**src/rtl/div_8by4_seq_if.sv**
```systemverilog
// ============================================================================
// Module      : div_8by4_seq_if
// Description : Handshake and operand/result bundle for the sequential divider.
// Revision    : 1.0 - initial release
// ============================================================================
`default_nettype none

interface div_8by4_seq_if #(
    parameter int BITS = 4
);
    logic                  ena;
    logic                  start;
    logic [2*BITS-1:0]     io_Dividend;
    logic [BITS-1:0]       io_Divisor;
    logic [2*BITS-1:0]     io_Quotient;
    logic [BITS-1:0]       io_Remainder;
    logic                  busy;
    logic                  done;
    logic                  div_by_zero;

    modport master (
        output ena, start, io_Dividend, io_Divisor,
        input  io_Quotient, io_Remainder, busy, done, div_by_zero
    );

    modport slave (
        input  ena, start, io_Dividend, io_Divisor,
        output io_Quotient, io_Remainder, busy, done, div_by_zero
    );
endinterface

`default_nettype wire

```
**src/rtl/div_8by4_seq.sv**
```systemverilog
// ============================================================================
// Module      : div_8by4_seq
// Description : Restoring shift/subtract divider, 2*BITS / BITS, one bit/clock.
// Revision    : 1.0 - initial release
// ============================================================================
`default_nettype none

module div_8by4_seq #(
    parameter int BITS = 4
) (
    input  wire logic          clk,
    input  wire logic          rst,
    div_8by4_seq_if.slave      bus
);
    localparam int CW = $clog2(2*BITS);

    localparam logic [1:0] S_IDLE = 2'd0;
    localparam logic [1:0] S_RUN  = 2'd1;
    localparam logic [1:0] S_DONE = 2'd2;

    localparam logic [CW-1:0] c_last = CW'(2*BITS-1);

    logic [1:0]          r_state;
    logic [1:0]          w_state_nxt;
    logic [CW-1:0]       r_cnt;
    logic [2*BITS-1:0]   r_dvd;
    logic [BITS-1:0]     r_dvs;
    logic [BITS-1:0]     r_rem;
    logic [2*BITS-1:0]   r_quo;
    logic                r_busy;
    logic                r_done;
    logic                r_dbz;
    logic                w_busy_nxt;
    logic                w_done_nxt;
    logic                w_accept;
    logic                w_dvs_zero;
    logic [BITS:0]       w_shift;
    logic [BITS:0]       w_sub;
    logic                w_ge;

    assign w_dvs_zero = (bus.io_Divisor == '0);
    assign w_accept   = bus.ena && bus.start && (r_state != S_RUN);

    // Partial remainder needs one extra bit only between shift and compare.
    assign w_shift = {r_rem, r_dvd[2*BITS-1]};
    assign w_ge    = (w_shift >= {1'b0, r_dvs});
    assign w_sub   = w_shift - {1'b0, r_dvs};

    // State register and registered status flags
    always_ff @(posedge clk or negedge rst) begin
        if (!rst) begin
            r_state <= S_IDLE;
            r_busy  <= 1'b0;
            r_done  <= 1'b0;
        end else begin
            r_state <= w_state_nxt;
            r_busy  <= w_busy_nxt;
            r_done  <= w_done_nxt;
        end
    end

    // Next-state logic
    always_comb begin
        w_state_nxt = r_state;
        if (bus.ena) begin
            case (r_state)
                S_IDLE, S_DONE: begin
                    if (bus.start) begin
                        w_state_nxt = w_dvs_zero ? S_DONE : S_RUN;
                    end
                end
                S_RUN: begin
                    if (r_cnt == c_last) begin
                        w_state_nxt = S_DONE;
                    end
                end
                default: w_state_nxt = S_IDLE;
            endcase
        end
    end

    // Output decode from the upcoming state keeps busy/done registered
    always_comb begin
        w_busy_nxt = (w_state_nxt == S_RUN);
        w_done_nxt = (w_state_nxt == S_DONE);
    end

    always_ff @(posedge clk or negedge rst) begin
        if (!rst) begin
            r_cnt <= '0;
            r_dvd <= '0;
            r_dvs <= '0;
            r_rem <= '0;
            r_quo <= '0;
            r_dbz <= 1'b0;
        end else if (bus.ena) begin
            if (w_accept) begin
                r_dvd <= bus.io_Dividend;
                r_dvs <= bus.io_Divisor;
                r_cnt <= '0;
                r_rem <= '0;
                r_quo <= w_dvs_zero ? '1 : '0;
                r_dbz <= w_dvs_zero;
            end else if (r_state == S_RUN) begin
                r_dvd <= {r_dvd[2*BITS-2:0], 1'b0};
                r_rem <= BITS'(w_ge ? w_sub : w_shift);
                r_quo <= {r_quo[2*BITS-2:0], w_ge};
                r_cnt <= r_cnt + CW'(1);
            end
        end
    end

    assign bus.io_Quotient  = r_quo;
    assign bus.io_Remainder = r_rem;
    assign bus.busy         = r_busy;
    assign bus.done         = r_done;
    assign bus.div_by_zero  = r_dbz;

endmodule

`default_nettype wire
```
**src/flat_wrapper.sv**
```systemverilog
// flat-port wrapper written by rule: the top's interface ports become plain ports
module div_8by4_seq_flat 
#(
    parameter int BITS = 4
)
  (clk, rst, bus_ena, bus_start, bus_io_Dividend, bus_io_Divisor, bus_io_Quotient, bus_io_Remainder, bus_busy, bus_done, bus_div_by_zero);
  div_8by4_seq_if #(.BITS(BITS)) bus_i ();
  input  wire logic clk;
  input  wire logic rst;
  input wire logic [$bits(bus_i.ena)-1:0] bus_ena;
  input wire logic [$bits(bus_i.start)-1:0] bus_start;
  input wire logic [$bits(bus_i.io_Dividend)-1:0] bus_io_Dividend;
  input wire logic [$bits(bus_i.io_Divisor)-1:0] bus_io_Divisor;
  output wire logic [$bits(bus_i.io_Quotient)-1:0] bus_io_Quotient;
  output wire logic [$bits(bus_i.io_Remainder)-1:0] bus_io_Remainder;
  output wire logic [$bits(bus_i.busy)-1:0] bus_busy;
  output wire logic [$bits(bus_i.done)-1:0] bus_done;
  output wire logic [$bits(bus_i.div_by_zero)-1:0] bus_div_by_zero;
  assign bus_i.ena = bus_ena;
  assign bus_i.start = bus_start;
  assign bus_i.io_Dividend = bus_io_Dividend;
  assign bus_i.io_Divisor = bus_io_Divisor;
  assign bus_io_Quotient = bus_i.io_Quotient;
  assign bus_io_Remainder = bus_i.io_Remainder;
  assign bus_busy = bus_i.busy;
  assign bus_done = bus_i.done;
  assign bus_div_by_zero = bus_i.div_by_zero;
  div_8by4_seq #(.BITS(BITS)) u_core (.clk(clk), .rst(rst), .bus(bus_i));
endmodule
```
**config.mk**
```make
export PLATFORM = sky130hd
export DESIGN_NAME = div_8by4_seq_flat
export DESIGN_NICKNAME = d
export VERILOG_FILES = /design/src/rtl/div_8by4_seq_if.sv /design/src/rtl/div_8by4_seq.sv /design/src/flat_wrapper.sv
export SDC_FILE = /design/constraint.sdc
export NUM_CORES = 1
export LEC_CHECK = 0
export CAP_MARGIN = 20
export CORE_MARGIN = 2
export CORE_UTILIZATION = 66
export CTS_CLUSTER_SIZE = 40
export DETAILED_ROUTE_END_ITERATION = 6
export DONT_BUFFER_PORTS = 1
export PLACE_DENSITY = 0.82
export RECOVER_POWER = 100
export SYNTH_ARGS = -nofsm -noshare
export SYNTH_HDL_FRONTEND = slang
export SYNTH_SLANG_ARGS = --single-unit
```
**constraint.sdc**
```tcl
create_clock -name clk -period 4.05 [get_ports clk]
set_input_delay 0.405 -clock clk [delete_from_list [all_inputs] [get_ports clk]]
set_output_delay 0.405 -clock clk [all_outputs]
set_load 0.03 [all_outputs]
```
### Word-level counts from Yosys, hierarchy flattened

Index checks and enable logic that the tools add are counted.

* bits in registers: 32

* muxes and demuxes: 15
* order comparisons: 1
* add/subtract/negate cells: 2
* reductions and logical operators: 8
* equal/unequal tests: 6

Operators with widths (number)
* $mux W8: 5
* $mux W4: 3
* $mux W2: 4
* $mux W3: 2
* $ge A5 B4 Y1: 1
* $eq A2 B1 Y1 const B: 2
* $eq A2 B2 Y1 const B: 2
* $logic_not A4 Y1: 1
* $pmux W2 S2: 1
* $reduce_and A2 Y1: 2
* $sub A4 B4 Y4: 1
* $add A3 B1 Y3 const B: 1
* $eq A3 B3 Y1 const B: 1
* $logic_and A1 B1 Y1: 2
* $logic_not A2 Y1: 1
* $ne A2 B1 Y1 const B: 1
* $reduce_bool A2 Y1: 1
* $reduce_or A2 Y1: 1

### Logic depth before layout (Yosys ltp)

Gate-level depths: netlist of the first run.

* depth after elaboration: 6
* gate-level depth with buffers: 6
* gate-level depth less buffers: 6

### Worst setup path before layout of the first run

No wires, ideal clock.

* path type: register to register
* start: register u_core.r_rem[1], in the netlist u_core.bus.io_Remainder[1]
* end: register u_core.r_quo[0], in the netlist u_core.bus.io_Quotient[0]
* arrival time: 1704 ps
* stages on the path, launching flop included: 6
* buffers on the path: 0
* setup time: 126 ps
* slack: 2219 ps
* data required time: 3924 ps
* cells stage by stage: dfrtp_1 ha_1 o21ai_0 a21oi_1 or2_1 a221o_2

* word-level cells in the longest chain between the ends: 3

Ends and longest elaborated chain
* from (decl): line div_8by4_seq.sv:28 `logic [BITS-1:0] r_rem;`
* from (signal assigned): line div_8by4_seq.sv:106 `r_rem <= BITS'(w_ge ? w_sub : w_shift);`
* $ge A5 B4 Y1: line div_8by4_seq.sv:46 `assign w_ge = (w_shift >= {1'b0, r_dvs});`
* $mux W8: line div_8by4_seq.sv:104 `end else if (r_state == S_RUN) begin`
* $mux W8: line div_8by4_seq.sv:97 `if (w_accept) begin`
* to (signal assigned): line div_8by4_seq.sv:102 `r_quo <= w_dvs_zero ? '1 : '0;`
* to (signal assigned): line div_8by4_seq.sv:107 `r_quo <= {r_quo[2*BITS-2:0], w_ge};`
* to (decl): line div_8by4_seq.sv:29 `logic [2*BITS-1:0] r_quo;`

No other way between the ends. The select of a mux whose other input is x is not followed.
A chain may end at the register's enable or synchronous reset.

### Worst setup path after layout of the first run

* start: register u_core.r_state[0]
* end: register u_core.r_quo[3], in the netlist u_core.bus.io_Quotient[3]

* word-level cells in the longest chain between the ends: 4

Ends and longest elaborated chain
* from (decl): line div_8by4_seq.sv:23 `logic [1:0] r_state;`
* from (signal assigned): line div_8by4_seq.sv:56 `r_state <= w_state_nxt;`
* $ne A2 B1 Y1: line div_8by4_seq.sv:42 `assign w_accept = bus.ena && bus.start && (r_state != S_RUN);`
* $logic_and A1 B1 Y1: line div_8by4_seq.sv:42
* $reduce_bool A2 Y1 (no line)
* $reduce_and A2 Y1 (no line)

Several ways; a longest one is shown, not always the timed one.

==> results of run 1 <==
-- stage by stage --
stage	cells	hold WS, ps
after CTS	170	140
after floorplan	138	109
final	170	149
after detailed placement	160	110
after global routing	170	134
after global placement	160	110
-- cell usage after synthesis (2+ instances only) --
cell type and count:
a21o_2 2, a21oi_1 8, a221o_1 3, a221o_2 7
a22o_2 2, buf_6 2, dfrtp_1 32, ha_1 6
inv_1 8, mux2_2 4, nand2_1 10, nand2b_1 2
nor2_1 11, nor3_1 2, nor4_1 2, o211ai_1 2
o21ai_0 5, o22ai_1 8
-- power groups by stage --
stage	logic (mW)	clock network [mW]	registers, mW
after floorplan	0.457	0	0.661
final	0.501	0.186	0.688
after CTS	0.521	0.189	0.688
after global routing	0.557	0.207	0.706
after global placement	0.487	0	0.684
after detailed placement	0.513	0	0.694
-- final timing paths --
kind,slack [ps],from,to,cells past startpoint
worst max-delay path,1570,u_core.r_state[0],u_core.bus.io_Quotient[3],3
worst min-delay path,150,bus_ena,u_core.r_dvd[3],1
worst max register to register,1570,u_core.r_state[0],u_core.bus.io_Quotient[3],3
worst min register to register,510,u_core.r_dvs[2],u_core.r_dvs[2],1
max in group asynchronous,2050,rst,u_core.r_dvd[2],2
min in group asynchronous,1040,rst,u_core.r_cnt[1],2
-- cells by family after synthesis --
logic type / count (synthesis)
adder cells (fa/ha/maj): 7
flip-flops: 32
multiplexers: 5
XOR/XNOR: 1
AND/OR/NAND/NOR: 34
AO/OA/AOI/OAI: 45
buffers and inverters: 14
-- sequential cells by signal, summed over array words and instances (netlist names) --
name	count
u_core.bus.done	1
u_core.bus.div_by_zero	1
u_core.r_dvs	4
u_core.bus.busy	1
u_core.bus.io_Remainder	4
u_core.r_cnt	3
u_core.r_state	2
u_core.bus.io_Quotient	8
u_core.r_dvd	8
-- layout make-up --
class | count | area [sq um] | share of cell area [%]
clock buffer | 8 | 58.8 | 3.68
inverter | 8 | 30.0 | 1.88
multi-input combinational | 92 | 661 | 41.3
sequential | 32 | 801 | 50.1
tap | 28 | 35.0 | 2.19
timing repair buffer | 2 | 13.8 | 0.861
-- routing by layer --
metal / vias to the layer above / global-route usage [%]
met5: - / 0
met4: 0 / 12.4
met3: 5 / 9.04
met2: 29 / 37.7
met1: 516 / 31.6
li1: 514 / -
-- timing repair --
| item | in CTS | in global routing |
|---|---|---|
| hold endpoints to repair | 32 | 0 |
| hold buffers | 2 | 0 |
| setup endpoints to repair | 0 | 0 |
==> metrics.yaml, run 1 <==
place.port_buffers: 0
detailedPlace.worstSlack_ps: 2110
worstPathCellList: "nor2b_1, o21ai_0, a221o_2"
antenna_cells_inserted: 0
die_h_um: 53.1
post-route-cell-area_sq_um: 1600
clk_path_buf_depth: 2
simple_gate_area_share_of_the_yosys_netlist_pct: 11.9
boundaryPins: 31
setup_viol_count_final: 0
synth.yosys.warnings: 0
layout-area-overhead-vs-synth_pct: 0.314
post_route_cells_drive_above_1_share_pct: 16.9
synth.ff_latch_count: 32
num_vias: 1064
post_cts_resize_count: 0
synth.mux.area_fraction_pct: 3.45
syn_area_sq_um: 1590
synthesis.area_per_instance_sq_um: 11.6
layout.cells.most_common_list: "dfrtp_1, nor2_1, nand2_1"
drt_wl_total_um: 3010
met3_wirelength_um: 159
place_area_sq_um: 1570
slowest_delay_ps: 1360
power_frac_comb_pct: 36.4
clock_power_share_pct: 13.5
rsz_0062_raised_after_global_routing: "false"
max_freq_ghz: 0.403
ir_worst_vdd_uv: 530
clock_pin_slew_of_the_registers_on_the_worst_case_setup_and_hold_paths_ps: 90
die-area_sq_um: 2820
post-route-period-util_pct: 61.2
maximum_number_of_pins_on_one_net_before_global_route_repair: 33
detail_route.wirelength.met1_um: 1340
synth_top_family_by_area: "compound AO/OA/AOI/OAI gates"
grt_remaining_overflow: 0
internal_power_mw: 0.777
synth.top_cells.by_area: "dfrtp_1, a221o_2, ha_1"
compound_gate_fraction_of_synth_area_pct: 22.3
net-switching-power_mw: 0.598
topRoutingLayerUsed: "met4"
hpwl_after_detailed_placement_um: 2140
detailroute.wirelength.met2_um: 1450
finalNetCount: 164
synth_top_area_cell: "dfrtp_1"
clockRootBuffer: "clkbuf_4"
die_width_um: 53.1
worst_slew_margin_rel_pct: -19.8
async_flop_share_pct: 100
seq_power_share_pct: 50.0
clock-skew-final_ps: 9.15
setup_tns_ps: 0
clock-sinks: 32
cts.repair_timing.setup_buffer_count: 0
post_drt_via_cell_ratio: 6.26
critical_path_peak_fanout: 17
worstSkewPairLatency_ps: 330
synth-edff-count: 0
cpLargestDelayFamily: "compound AO/OA/AOI/OAI gates"
hold_violations: 0
setup.worst_path.start_class: "register"
initial_utilization_pct: 70.7
outcome: "finished, violations left"
placeableCoreArea_sq_um: 2250
violations: "capacitance limit, slew limit"
core_occupancy_in_the_finished_layout_pct: 70.9
switching_fraction_pct: 43.5
slew_viol_final: 51
total_leakage_power_nw: 0.729
htree_num_levels: 2
cap_violations: 2
via_count_of_the_first_global_routing_pass: 1063
timing.critical_path.required_ps: 4320
kind_of_path_behind_the_tightest_hold_check: "input pin to register"
routed_wire_length_per_instance_um: 17.7
number_of_antenna_violations_at_the_first_check_in_global_routing: 0
tritoncts: "built"
worst-path-buf-inv: 0
post-layout-total-power_mw: 1.37
total_power_density_per_cell_area_nw_per_um2: 860
xor_xnor_fraction_of_synth_area_pct: 0.549
numCtsBuffers: 5
worst_path_max_delay_cell: "o21ai_0"
type_of_the_setup_path_with_the_least_slack: "register to register"
max_slew.worst_pin.slew_ps: 1780
detail_route.first_pass.iterations: 4
placementRows: 17
grt.total_usage_pct: 25.0
remaining_antenna_violation_count_after_routing: 0
global_route_wire_length_before_repair_um: 4780
post_layout_min_period_ps: 2480
post_synth_fa_ha_maj_area_fraction_pct: 5.97
fillers: 176
postSynthNetCount: 161
drt_first_iter_violations: 21
post_route_drc: 0
yosys_most_used_dff: "dfrtp_1"
synth_sequential_area_ratio_pct: 50.2
cp_data_arrival_time_ps: 2750
unique_cell_type_count_in_the_yosys_netlist: 40
yosysTopAreaCellShare_pct: 50.2
type_of_destination_of_the_critical_path: "register"
final_common_cell: "dfrtp_1"
syn-instance-count: 138
gp_routability_congestion: 0.845
final.setup.worst_slack_ps: 1570
(Power assumes the default switching activity.)
==> run 2: changes to the inputs <==
CORE_ASPECT_RATIO = 0.5   (was unset)
CORE_UTILIZATION = 55   (was 66)
PLACE_DENSITY = 0.73   (was 0.82)
clock period = 2 ns   (was 4.05 ns; I/O delays follow)
==> run 2 against run 1 <==
Largest cell class unchanged. Critical path depth rose by 2. The run now ends clean. Largest power group unchanged. Hold slack worse by 150 ps. Highest routed layer unchanged. Power grew 110%. Clock skew is 6.3 ps lower. Register-to-register slack got worse by 1400 ps.
==> metrics.yaml, run 2 (same netlist as run 1, synthesis figures left out) <==
min_delay_path_depth: 1
clock-skew-final_ps: 2.88
worst_r2r_dst: "u_core.bus.io_Remainder[1]"
routed_wire_length_per_instance_um: 17.0
type_of_the_setup_path_with_the_least_slack: "register to register"
setup_viol_count_final: 0
net-switching-power_mw: 1.28
worst-path-buf-inv: 0
type_of_destination_of_the_critical_path: "register"
gp_routability_congestion: 0.830
internal_power_mw: 1.65
seq_power_share_pct: 45.1
worst_path_max_delay_cell: "dfrtp_1"
placeableCoreArea_sq_um: 2670
die_width_um: 80.1
finalNetCount: 169
switching_fraction_pct: 43.6
total_leakage_power_nw: 0.752
final_common_cell: "dfrtp_1"
htree_num_levels: 2
kind_of_path_behind_the_tightest_hold_check: "input pin to register"
hpwl_after_detailed_placement_um: 2080
worst_slew_margin_rel_pct: 47.5
setup.worst_path.start_class: "register"
post_route_drc: 0
critical_path_peak_fanout: 5
r2r-start: "u_core.bus.io_Remainder[1]"
path_depth: 5
drt_first_iter_violations: 79
die-area_sq_um: 3370
number_of_antenna_violations_at_the_first_check_in_global_routing: 0
clockRootBuffer: "clkbuf_8"
boundaryPins: 31
detailedPlace.worstSlack_ps: 219
global_route_wire_length_before_repair_um: 5470
cts.repair_timing.setup_buffer_count: 0
maximum_number_of_pins_on_one_net_before_global_route_repair: 33
initial_utilization_pct: 59.8
r2r.worst_path.cells: 5
hold_violations: 0
rsz_0062_raised_after_global_routing: "false"
antenna_cells_inserted: 0
slowest_delay_ps: 390
setup_tns_ps: 0
placementRows: 13
max_slew.worst_pin.slew_ps: 787
post-layout-total-power_mw: 2.93
drt_wl_total_um: 3120
hold_path_startpoint: "bus_ena"
tritoncts: "built"
numCtsBuffers: 5
post_route_cells_drive_above_1_share_pct: 19.2
cap_violations: 0
critPathLaunch: "u_core.bus.io_Remainder[1]"
place.port_buffers: 0
slew_viol_final: 0
cpLargestDelayFamily: "compound AO/OA/AOI/OAI gates"
post_layout_min_period_ps: 1810
total_power_density_per_cell_area_nw_per_um2: 1740
timing.hold.worst_endpoint: "u_core.r_dvd[5]"
cp_data_arrival_time_ps: 1980
ir_worst_vdd_uv: 759
post_drt_via_cell_ratio: 5.97
num_vias: 1093
power_frac_comb_pct: 38.5
remaining_antenna_violation_count_after_routing: 0
clock-sinks: 32
grt.total_usage_pct: 21.1
worstPathCellList: "ha_1, o21ai_0, a21oi_1, or2_0, a221o_2"
grt_remaining_overflow: 0
clk_path_buf_depth: 2
outcome: "completed"
worstSkewPairLatency_ps: 280
post-route-period-util_pct: 90.6
fillers: 227
detail_route.first_pass.iterations: 4
timing.critical_path.required_ps: 2160
rrSetupSlack_ps: 190
final.setup.worst_slack_ps: 187
clock_pin_slew_of_the_registers_on_the_worst_case_setup_and_hold_paths_ps: 70
core_occupancy_in_the_finished_layout_pct: 63.0
die_h_um: 42.1
via_count_of_the_first_global_routing_pass: 1140
layout.cells.most_common_list: "dfrtp_1, nor2_1, nand2_1"
clock_power_share_pct: 16.4
layout-area-overhead-vs-synth_pct: 5.49
max_freq_ghz: 0.552
## run 2: changes by cell type in the layout (fill, tap and decap cells not counted), sizes merged
| cell | before | now |
|---|---|---|
| clkinv | 0 | 1 |
| clkinvlp | 0 | 1 |
| dlygate4sd3 | 1 | 3 |
## run 2: metal layers
layer | GRT usage, % | wire [um] | part of all wire (%) | up-vias
li1 | - | - | - | 520
met1 | 28.5 | 1520 | 49 | 540
met2 | 32.2 | 1380 | 44 | 31
met3 | 8.84 | 211 | 6.8 | 2
met4 | 4.07 | 8 | 0.26 | 0
met5 | 0 | 0 | 0 | -
## run 2: power by group through the flow
stage / Sequential, mW / Combinational [mW] / Clock [mW]
floorplan: 1.34 / 0.926 / 0
global placement: 1.32 / 1.12 / 0
detailed placement: 1.33 / 1.16 / 0
CTS: 1.32 / 1.18 / 0.483
global route: 1.36 / 1.28 / 0.514
finish: 1.32 / 1.13 / 0.479
## run 2: worst max path at each step
stage | to | slack [ps]
floorplan | u_core.bus.io_Quotient[0] | 170
global placement | u_core.bus.io_Remainder[1] | 290
detailed placement | u_core.bus.io_Remainder[0] | 220
CTS | u_core.bus.io_Remainder[1] | 210
global route | u_core.bus.io_Quotient[0] | 80
finish | u_core.bus.io_Remainder[1] | 190
## run 2: stage by stage
stage	hold slack (ps)	area [sq um]	instances
after global routing	8.23	1680	183
after detailed placement	-94.9	1600	172
final	2.38	1680	183
after global placement	-95.0	1600	172
after CTS	0.968	1740	183
after floorplan	-95.6	1590	138
## run 2: area by class of cell
class	instances	area [sq um]	area share, %
Sequential cell	32	801	47.6
Multi-Input combinational cell	92	677	40.3
Clock buffer	5	68.8	4.09
Timing Repair Buffer	7	46.3	2.75
Tap cell	37	46.3	2.75
Inverter	8	30.0	1.79
Clock inverter	2	12.5	0.744
## run 2: worst reg2reg max path: cells and delay by family, from the launching register on
family,cells,cell delay (ps)
adders and majority gates,1,350
and+or+nand+nor,1,310
DFF,1,390
AOI/OAI and AO/OA,3,640
## run 2: what timing repair did
action,4_1_cts,5_1_grt
hold buffers,4,0
gates resized for setup,0,0
hold endpoints to repair,36,0
